## config.mk

```make
export PLATFORM = sky130hd
export DESIGN_NAME = demux1to4_reg
export DESIGN_NICKNAME = d
export VERILOG_FILES = /design/src/rtl/demux1to4_reg.sv
export SDC_FILE = /design/constraint.sdc
export NUM_CORES = 1
export LEC_CHECK = 0
export ABC_AREA = 0
export CAP_MARGIN = 20
export CORE_MARGIN = 2
export CORE_UTILIZATION = 41
export DETAILED_ROUTE_END_ITERATION = 12
export PLACE_DENSITY = 0.76
export SLEW_MARGIN = 40
export SYNTH_ARGS = -nofsm -noshare
export SYNTH_HDL_FRONTEND = slang
export SYNTH_SLANG_ARGS = --single-unit
```

## constraint.sdc

```tcl
create_clock -name clk -period 1.3 [get_ports clk]
set_input_delay 0.13 -clock clk [delete_from_list [all_inputs] [get_ports clk]]
set_output_delay 0.13 -clock clk [all_outputs]
set_load 0.02 [all_outputs]
```

## src/rtl/demux1to4_reg.sv

```systemverilog
// demux1to4_reg: registered 1-to-4 demultiplexer with per-channel
// single-entry buffers and independent valid/ready handshakes.
// Optional build macro DEMUX_XFER_CNT_EN adds four 8-bit accept
// counters exposed on xfer_cnt.

// One channel buffer: loads on accept, clears valid on drain.
module demux1to4_reg_chan #(
    parameter int W = 32
) (
    input  logic         clk,
    input  logic         rst,
    input  logic         i_ld,
    input  logic [W-1:0] i_data,
    input  logic         i_rdy,
    output logic [W-1:0] o_data,
    output logic         o_vld
);
    logic [W-1:0] r_data;
    logic         r_vld;

    // Load wins over drain so a same-cycle drain+accept keeps valid high.
    always_ff @(posedge clk) begin
        if (rst) begin
            r_data <= '0;
            r_vld  <= 1'b0;
        end else if (i_ld) begin
            r_data <= i_data;
            r_vld  <= 1'b1;
        end else if (r_vld && i_rdy) begin
            r_vld  <= 1'b0;
        end
    end

    assign o_data = r_data;
    assign o_vld  = r_vld;
endmodule

module demux1to4_reg #(
    parameter int bit_size = 32
) (
    input  logic                clk,
    input  logic                rst,
    input  logic [bit_size-1:0] in_data,
    input  logic                in_valid,
    output logic                in_ready,
    input  logic [1:0]          S,
    output logic [bit_size-1:0] O0,
    output logic [bit_size-1:0] O1,
    output logic [bit_size-1:0] O2,
    output logic [bit_size-1:0] O3,
    output logic [3:0]          out_valid,
    input  logic [3:0]          out_ready,
`ifdef DEMUX_XFER_CNT_EN
    output logic [31:0]         xfer_cnt,
`endif
    output logic                busy
);
    localparam int NUM_CH = 4;

    logic [NUM_CH-1:0][bit_size-1:0] w_data;
    logic [NUM_CH-1:0]               w_ld;
    logic                            w_acc;

    // Ready only looks at the selected channel; others never stall the producer.
    assign in_ready = ~out_valid[S] | out_ready[S];
    assign w_acc    = in_valid & in_ready;
    assign busy     = |out_valid;

    for (genvar k = 0; k < NUM_CH; k++) begin : g_ch
        assign w_ld[k] = w_acc && (S == k[1:0]);

        demux1to4_reg_chan #(.W(bit_size)) u_chan (
            .clk    (clk),
            .rst    (rst),
            .i_ld   (w_ld[k]),
            .i_data (in_data),
            .i_rdy  (out_ready[k]),
            .o_data (w_data[k]),
            .o_vld  (out_valid[k])
        );
    end

    assign O0 = w_data[0];
    assign O1 = w_data[1];
    assign O2 = w_data[2];
    assign O3 = w_data[3];

`ifdef DEMUX_XFER_CNT_EN
    logic [NUM_CH-1:0][7:0] r_cnt;

    // Per-channel accept counters; 8-bit wrap is intended.
    always_ff @(posedge clk) begin
        if (rst) begin
            r_cnt <= '0;
        end else begin
            for (int k = 0; k < NUM_CH; k++) begin
                if (w_ld[k]) r_cnt[k] <= r_cnt[k] + 8'd1;
            end
        end
    end

    assign xfer_cnt = r_cnt;
`endif
endmodule

```

---- Yosys cells after proc, flatten, opt, wreduce, memory -nomap -nowiden ----
Index checks and enable logic that the tools add are counted.
storage, ports and cells
  register bits ........................... 132
  output and inout port bits .............. 134
cells by class
  bitwise logic cells ..................... 3
  reductions and logical operators ........ 14
  multiplexer cells ....................... 12
  equality and inequality tests ........... 3
  magnitude comparators ................... 1
operator list
  operator              count
  $mux W1               10
  $logic_and A1 B1 Y1   8
  $reduce_bool A2 Y1    4
  $bmux W1 S2           2
  $eq A2 B2 Y1 const B  2
  $reduce_or A4 Y1      1
  $lt A2 B3 Y1 const B  1
  $eq A2 B1 Y1 const B  1
  $logic_not A2 Y1      1
  $and A1 B1 Y1         1
  $not A1 Y1            1
  $or A1 B1 Y1          1

---- Longest topological paths before layout ----
  word-level depth ........................ 7
  depth in mapped cells ................... 5

---- Modules after synthesis ----
A second synthesis with hierarchy kept.
unflattened totals
  cell total of the unflattened synthesis .. 442
  area total of the unflattened synthesis .. 4914.7 µm²
modules (own cells, without submodules)
  module              cells an instance  area each (µm²)  instances  seq. area each (µm²)
  demux1to4_reg_chan  108                1204.9           4          660.6
  demux1to4_reg       10                 95.1             1          0.0

---- Worst setup path after synthesis ----
Ideal clock, no wire load.
  path type ............................... reg2reg
  start point ............................. register g_ch[2].u_chan.r_vld
  end point ............................... register g_ch[2].u_chan.r_data[12]
  stages on the path, launching flop included .. 6
  data arrival time ....................... 1.166 ns
  path buffers ............................ 2
  slack ................................... 0.014 ns
  cell sequence ........................... dfxtp_1 -> nor2b_1 -> or3_1 -> buf_6 -> buf_6 -> mux2i_1
on the way
  longest elaborated chain between the ends .. 6
ends and longest elaborated chain
  element                        RTL line  text
  start, declared                19        logic r_vld;
  start signal, assigned         25        r_vld <= 1'b0;
  start signal, assigned         28        r_vld <= 1'b1;
  start signal, assigned         30        r_vld <= 1'b0;
  $bmux W1 S2                    65        assign in_ready = ~out_valid[S] | out_ready[S];
  $mux W1 (not written as such)  65
  $not A1 Y1                     65
  $or A1 B1 Y1                   65
  $and A1 B1 Y1                  66        assign w_acc = in_valid & in_ready;
  $logic_and A1 B1 Y1            70        assign w_ld[k] = w_acc && (S == k[1:0]);
  end signal, assigned           27        r_data <= i_data;
  end, declared                  18        logic [W-1:0] r_data;
Every way passes these cells. The select of a mux whose other input is x is not followed.
A chain may end at the register's enable or synchronous reset.

---- Worst setup path in the final report ----
  start point ............................. register g_ch[0].u_chan.r_vld
  end point ............................... output port in_ready
on the way
  longest elaborated chain between the ends .. 4
ends and longest elaborated chain
  element                        RTL line  text
  start, declared                19
  start signal, assigned         25
  start signal, assigned         28
  start signal, assigned         30
  $bmux W1 S2                    65
  $mux W1 (not written as such)  65
  $not A1 Y1                     65
  $or A1 B1 Y1                   65
  end, declared                  45        output logic in_ready,
Every way passes these cells. The select of a mux whose other input is x is not followed.

==> results.txt <==
PnR Total Power = 10.2 mW
number of antenna cells inserted = 0
Slowest-stage cell, CP = sky130_fd_sc_hd__mux4_2
num rows = 41
clock tree buffer depth = 2
total number of cells along the worst setup path = 3
number of antenna violations at the first check in global routing = 0
Avg Synthesized Cell Area = 11.0 um^2
highest clock rate = 0.621 GHz
Detail Placement HPWL = 9730 um
met3 Resource Use GR = 0.0637
smallest hold slack = 0.196 ns
met2 usage in global routing = 0.338
portion of the post-synthesis area used by sequential elements = 0.501
layer with the highest usage = met2
kind of cell adding the most delay to the critical path = multiplexers
Peak VDD IR = 0.751 mV
post-route DRC violation count = 0
critical path cell sequence = nand2b_4 > mux4_2 > buf_6
htree depth = 4
maximum number of pins on one net before global-route repair = 54
port bufs = 174
clock transition at the registers of the reported paths = 0.06 ns
transition at the pin with the smallest max-transition slack = 0.273 ns
first-pass GRT wire length = 22,000 um
YS warnings = 0
primary flip-flop cell chosen by synthesis mapping = sky130_fd_sc_hd__dfxtp_1
worst path setup slack after routing = -0.311 ns
die area = 13,800 um^2
final cell utilization of the core = 0.647
post-synthesis cell type with the largest combined area = sky130_fd_sc_hd__dfxtp_1
Mapped Cells = 477
die extent in y = 117 um
failing checks = negative setup slack
count of placed standard cells including taps = 814
total track usage = 0.203
layout cells sized above 1 = 0.141
type of destination of the critical path = output pin
Skew-Pair Late Insertion Delay = 0.41 ns
area of the placeable core = 12,600 um^2
number of global-route vias before repair = 4,159
class of the tightest hold or removal check = in2reg
total of endpoints with negative setup slack in the final report = 56
fin. max-slew vios = 0
relative slew slack = 0.819
root buffer cell = sky130_fd_sc_hd__clkbuf_16
Final min period = 1.61 ns
DIE WIDTH = 117 um
IO Pins = 175
GR Layer Usage met1 = 0.243
largest incremental delay on the critical path = 0.47 ns
number of cells in the finished layout apart from fillers = 862
count of endpoints failing hold in the final timing report = 0
number of nets in the synthesized netlist = 518
number of flip-flops and latches in the synthesized netlist = 132
maximum net fanout on the critical path = 4
DRT iter0 DRCs = 189
xor and xnor fraction of the mapped netlist area = 0
Overflow after GRT = 0
cell types occupying the most area after synthesis = sky130_fd_sc_hd__dfxtp_1, sky130_fd_sc_hd__mux2i_1, sky130_fd_sc_hd__nand2b_1, sky130_fd_sc_hd__clkbuf_1, sky130_fd_sc_hd__buf_4
clock tree from TritonCTS = built
async set-or-reset flop fraction in the synthesized netlist = 0
area share of the leading cell type in the synthesized netlist = 0.501
area share of and/or/nand/nor cells after synthesis = 0.208
netlist area before placement = 5270 um^2
leakage power summed over all cells = 4.14 nW
depth of the worst register-to-register path = 6
routed wirelength normalized by instance count = 17.2 um
Compound-Gate Fraction of Synth Area = 0.00380
startpoint-to-endpoint class of the critical path = reg2out
number of distinct standard cells referenced by the synthesized netlist = 17
power density over the cells = 1250 nW/um^2
Total Routed Length = 14,800 um
portion of the clock cycle consumed by the worst path in the final layout = 1.24
setup repair after global routing missed its margin = true
status = finished with violations
CP Data Required Time = 1.17 ns
CP arrival = 1.48 ns
global placement routability congestion = 0.833
adder and majority gate portion of the synthesized area = 0
main combinational cell family by area after synthesis = multiplexers
critical path launch point type = flip-flop
layout-stage area growth over the synthesis result = 54.3%
iteration count of the initial detailed-routing pass = 4
via density per instance = 4.72
starting utilization of the core area = 0.419
max-capacitance violation count = 0
worst hold path depth = 3
count of flip-flops with a built-in enable after synthesis = 0
number of buffers created by CTS = 17
Final Skew = 0.00755 ns
final layout net count = 719
count of clock tree sinks = 132
total buffers and inverters traversed by the critical path = 1
DRT antenna net count = 0
proportion of synthesized area in mux cells = 0.247
DR vias = 4,069
hold buffers post-CTS = 0
[state kept, by name (all words and copies together), names as in the netlist]
| signal | flops |
|---|---|
| g_ch.u_chan.o_data | 128 |
| g_ch.u_chan.o_vld | 4 |
[cell usage after synthesis, types with 2 or more instances]
master,count
sky130_fd_sc_hd__a21oi_1,4
sky130_fd_sc_hd__buf_2,8
sky130_fd_sc_hd__buf_4,7
sky130_fd_sc_hd__buf_6,4
sky130_fd_sc_hd__clkbuf_1,18
sky130_fd_sc_hd__dfxtp_1,132
sky130_fd_sc_hd__mux2i_1,128
sky130_fd_sc_hd__nand2b_1,165
sky130_fd_sc_hd__nor2b_1,2
sky130_fd_sc_hd__or3_1,2
[per-stage QoR]
step	cell area [um^2]	TNS, ns	worst slack, ns
floorplan	5270	0	0.0137
global placement	7380	-34.68	-0.540
detailed placement	7380	-39.83	-0.588
CTS	7970	-3.73	-0.313
global route	8130	-8.10	-0.352
finish	8130	-5.35	-0.311
[worst reg2reg max path, cell delays in order, from the launching register on]
cell	delay [ns]
sky130_fd_sc_hd__dfxtp_2	0.33
sky130_fd_sc_hd__buf_6	0.12
sky130_fd_sc_hd__nor2b_4	0.12
sky130_fd_sc_hd__or3_4	0.43
sky130_fd_sc_hd__buf_12	0.16
sky130_fd_sc_hd__buf_12	0.13
sky130_fd_sc_hd__mux2i_1	0.13
[report_power, final]
| group | leakage (nW) | internal [mW] | total [mW] | switching [mW] |
|---|---|---|---|---|
| Clock | 0.284 | 3.00 | 4.70 | 1.70 |
| Combinational | 2.79 | 0.592 | 1.19 | 0.593 |
| Sequential | 1.07 | 4.19 | 4.27 | 0.0781 |
| Total | 4.14 | 7.78 | 10.2 | 2.37 |
[metal layers]
| metal | vias to the layer above | wire, um |
|---|---|---|
| li1 | 1971 | - |
| met1 | 1958 | 6510 |
| met2 | 119 | 7180 |
| met3 | 21 | 850 |
| met4 | 0 | 287 |
| met5 | - | 0 |
[final cells by class]
type	count	area, um^2
clock buffer	22	484
clock inverter	9	103
fill	1035	4440
multi-input combinational	309	2510
sequential	132	2650
tap	172	215
timing repair buffer	218	2170
[repair_timing]
item	in CTS	in global routing
buffers inserted	8	5
gates cloned	2	4
pin swaps	2	4
endpoints found under the setup margin	181	110
gates resized for setup	172	26
[logic make-up (layout without fill, tap and decap cells)]
kind of cell,after synthesis,in the layout
buffers and inverters,37,249
AO/OA/AOI/OAI,4,4
multiplexers,129,129
AND/OR/NAND/NOR,175,176
flip-flops,132,132
[worst paths after layout]
path	from	end	slack (ns)
hold / removal	rst	g_ch[0].u_chan.o_data[11]$_SDFFE_PP0P_	0.20
setup / recovery	g_ch[0].u_chan.o_vld$_SDFFE_PP0P_	in_ready	-0.31
setup reg to reg	g_ch[2].u_chan.o_vld$_SDFFE_PP0P_	g_ch[2].u_chan.o_data[16]$_SDFFE_PP0P_	-0.24
hold reg to reg	g_ch[0].u_chan.o_data[10]$_SDFFE_PP0P_	g_ch[0].u_chan.o_data[10]$_SDFFE_PP0P_	0.47
[cell usage in the layout (no fill, tap or decap), types with 3 or more instances in the layout]
master,instances
sky130_fd_sc_hd__clkinv_2,4
sky130_fd_sc_hd__buf_12,11
sky130_fd_sc_hd__dfxtp_2,3
sky130_fd_sc_hd__clkbuf_8,4
sky130_fd_sc_hd__mux2i_1,125
sky130_fd_sc_hd__mux2i_2,3
sky130_fd_sc_hd__clkdlybuf4s50_1,37
sky130_fd_sc_hd__a21oi_1,3
sky130_fd_sc_hd__buf_4,16
sky130_fd_sc_hd__buf_8,3
sky130_fd_sc_hd__buf_6,15
sky130_fd_sc_hd__or3_4,3
sky130_fd_sc_hd__dfxtp_1,128
sky130_fd_sc_hd__dlygate4sd2_1,128
sky130_fd_sc_hd__clkinvlp_4,3
sky130_fd_sc_hd__clkbuf_16,19
sky130_fd_sc_hd__nand2b_1,163
Note: power is estimated with default switching activity, not from simulation.
==> RTL edit (same flow settings) <==
`bit_size`: 32 -> 16.
--- a/src/rtl/demux1to4_reg.sv
+++ b/src/rtl/demux1to4_reg.sv
@@ -36,7 +36,7 @@
 endmodule
 
 module demux1to4_reg #(
-    parameter int bit_size = 32
+    parameter int bit_size = 16
 ) (
     input  logic                clk,
     input  logic                rst,
Ports: changed (5 resized); port bits go from 175 to 95. No check against the original RTL was run, so the function may have changed too.
==> RTL edit against the unedited design <==
The flow still finishes with violations (negative setup slack). Setup slack improved by 0.090 ns. Cell area decreased by 50%. Global-route usage decreased by 3.0 points. Wire length decreased by 57%. Total power decreased by 58%. Synthesized area decreased by 47%. Sequential cell count decreased by 64. Sequential share of layout area increased by 1.3 points. Die area decreased by 46%. Hold slack improved by 0.083 ns. Register-to-register slack improved by 0.22 ns. Via count decreased by 49%. Utilization decreased by 2.3 points. Non-clock buffer count decreased by 103.
==> RTL edit: results (changes against the unedited design) <==
synth:
  synth_sequential_area_ratio_pct: 49.1  # was 50.1%
  synthMuxAreaShare_pct: 23.9  # was 24.7%
  ys_seq_elements: 68  # was 132
  syn-num-nets: 275  # was 518
  synth-compound-area-share_pct: 0.721  # was 0.380%
  syn_area_per_cell_um2: 11.1  # was 11.0 µm²
power_and_ir_drop:
  pwr-share-comb_pct: 13.9  # was 11.7%
  power_switching_share_pct: 24.6  # was 23.3%
  p_comb_mw: 0.596  # was 1.19 mW
  seq_power_share_pct: 51.0  # was 42.1%
  p_leak_nw: 2.09  # was 4.14 nW
  ir_drop_uv: 585  # was 751 µV
sta:
  layout_setup_ws_ns: -0.221  # was -0.311 ns
  worst_pin_slew_ns: 0.257  # was 0.273 ns
  clock_skew_ns: 0.00566  # was 0.00755 ns
  finalSetupViolations: 8  # was 56
cells_and_area:
  num-nets-final: 381  # was 719
  largest_reg_flops: 64  # was 128
  register_area_mm2: 0.00137  # was 0.00265 mm²
  num-multi-input-gates: 162  # was 309
  clock_cell_area_share_pct: 4.19  # was 7.22%
  buffers_excl_clock: 115  # was 218
  final_cells: 437  # was 862
  design_area_mm2: 0.00403  # was 0.00813 mm²
  n_clock_buffer: 13  # was 22
  multi_input_area_mm2: 0.00131  # was 0.00251 mm²
grt:
  grt_pass1_wl_um: 10300  # was 22,000 µm
  grt.total_usage_pct: 17.2  # was 20.3%
routing:
  first_iter_violations: 68  # was 189
  wl_per_cell_um: 14.5  # was 17.2 µm
cts:
  cts.htree.levels: 3  # was 4
  clk_latency_ns: 0.33  # was 0.41 ns
  numCtsBuffers: 9  # was 17
  cts_root_buf: "clkbuf_8"  # was clkbuf_16
place:
  placedCellCount: 419  # was 814
  placed_area_mm2: 0.00389  # was 0.00738 mm²
  dp_slack_ns: -0.543  # was -0.588 ns
  dp_hpwl_um: 4240  # was 9730 µm
  gp_congestion: 0.737  # was 0.833
outcome:
  violations: "negative setup slack"  # unchanged
  status: "complete, but fails checks"  # unchanged
RTL edit: worst min-delay path by stage:
stage	startpoint	endpoint	slack, ns	cells after the start
2_1_floorplan	out_ready[0]	g_ch[0].u_chan.o_vld	0.33	2
3_3_place_gp	g_ch[0].u_chan.o_data[1]	g_ch[0].u_chan.o_data[1]	0.46	2
3_5_place_dp	g_ch[0].u_chan.o_data[5]	g_ch[0].u_chan.o_data[5]	0.46	2
4_1_cts	rst	g_ch[0].u_chan.o_vld	0.27	3
5_1_grt	rst	g_ch[3].u_chan.o_vld	0.31	3
6_report	rst	g_ch[0].u_chan.o_vld	0.28	3
RTL edit: cell families (layout without fill, tap and decap cells):
kind of cell,count (synthesis),after routing
muxes,65,65
and+or+nand+nor,93,93
buffers and inverters,20,130
AOI/OAI and AO/OA,4,4
DFF,68,68
RTL edit: layer usage:
layer | track usage [%] | share of wire (%) | vias up
li1 | - | - | 1040
met1 | 21.9 | 46 | 959
met4 | 6.82 | 1.5 | 0
met2 | 27.8 | 45 | 67
met3 | 4.86 | 7.0 | 10
met5 | 0 | 0 | -
RTL edit: worst max-delay path, delay by kind of cell (launching register included):
| family | cells | cell delay [ns] |
|---|---|---|
| buffers and inverters | 1 | 0.15 |
| multiplexers | 1 | 0.48 |
| flip-flops | 1 | 0.35 |
| AND/OR/NAND/NOR | 1 | 0.09 |
RTL edit: through the flow:
step                      hold slack, ns  setup TNS (ns)  util [%]
after global placement             0.458          -11.77      60.3
after CTS                          0.266          -0.378      61.6
after global routing               0.310           -1.22      62.4
after floorplan                    0.328               0         -
after detailed placement           0.461          -13.75      60.3
final                              0.279          -0.455      62.4
RTL edit: repair_timing:
action | CTS | global route
gates resized for setup | 81 | 9
setup endpoints to repair | 70 | 8
pin swaps | 0 | 2
buffers inserted | 0 | 3
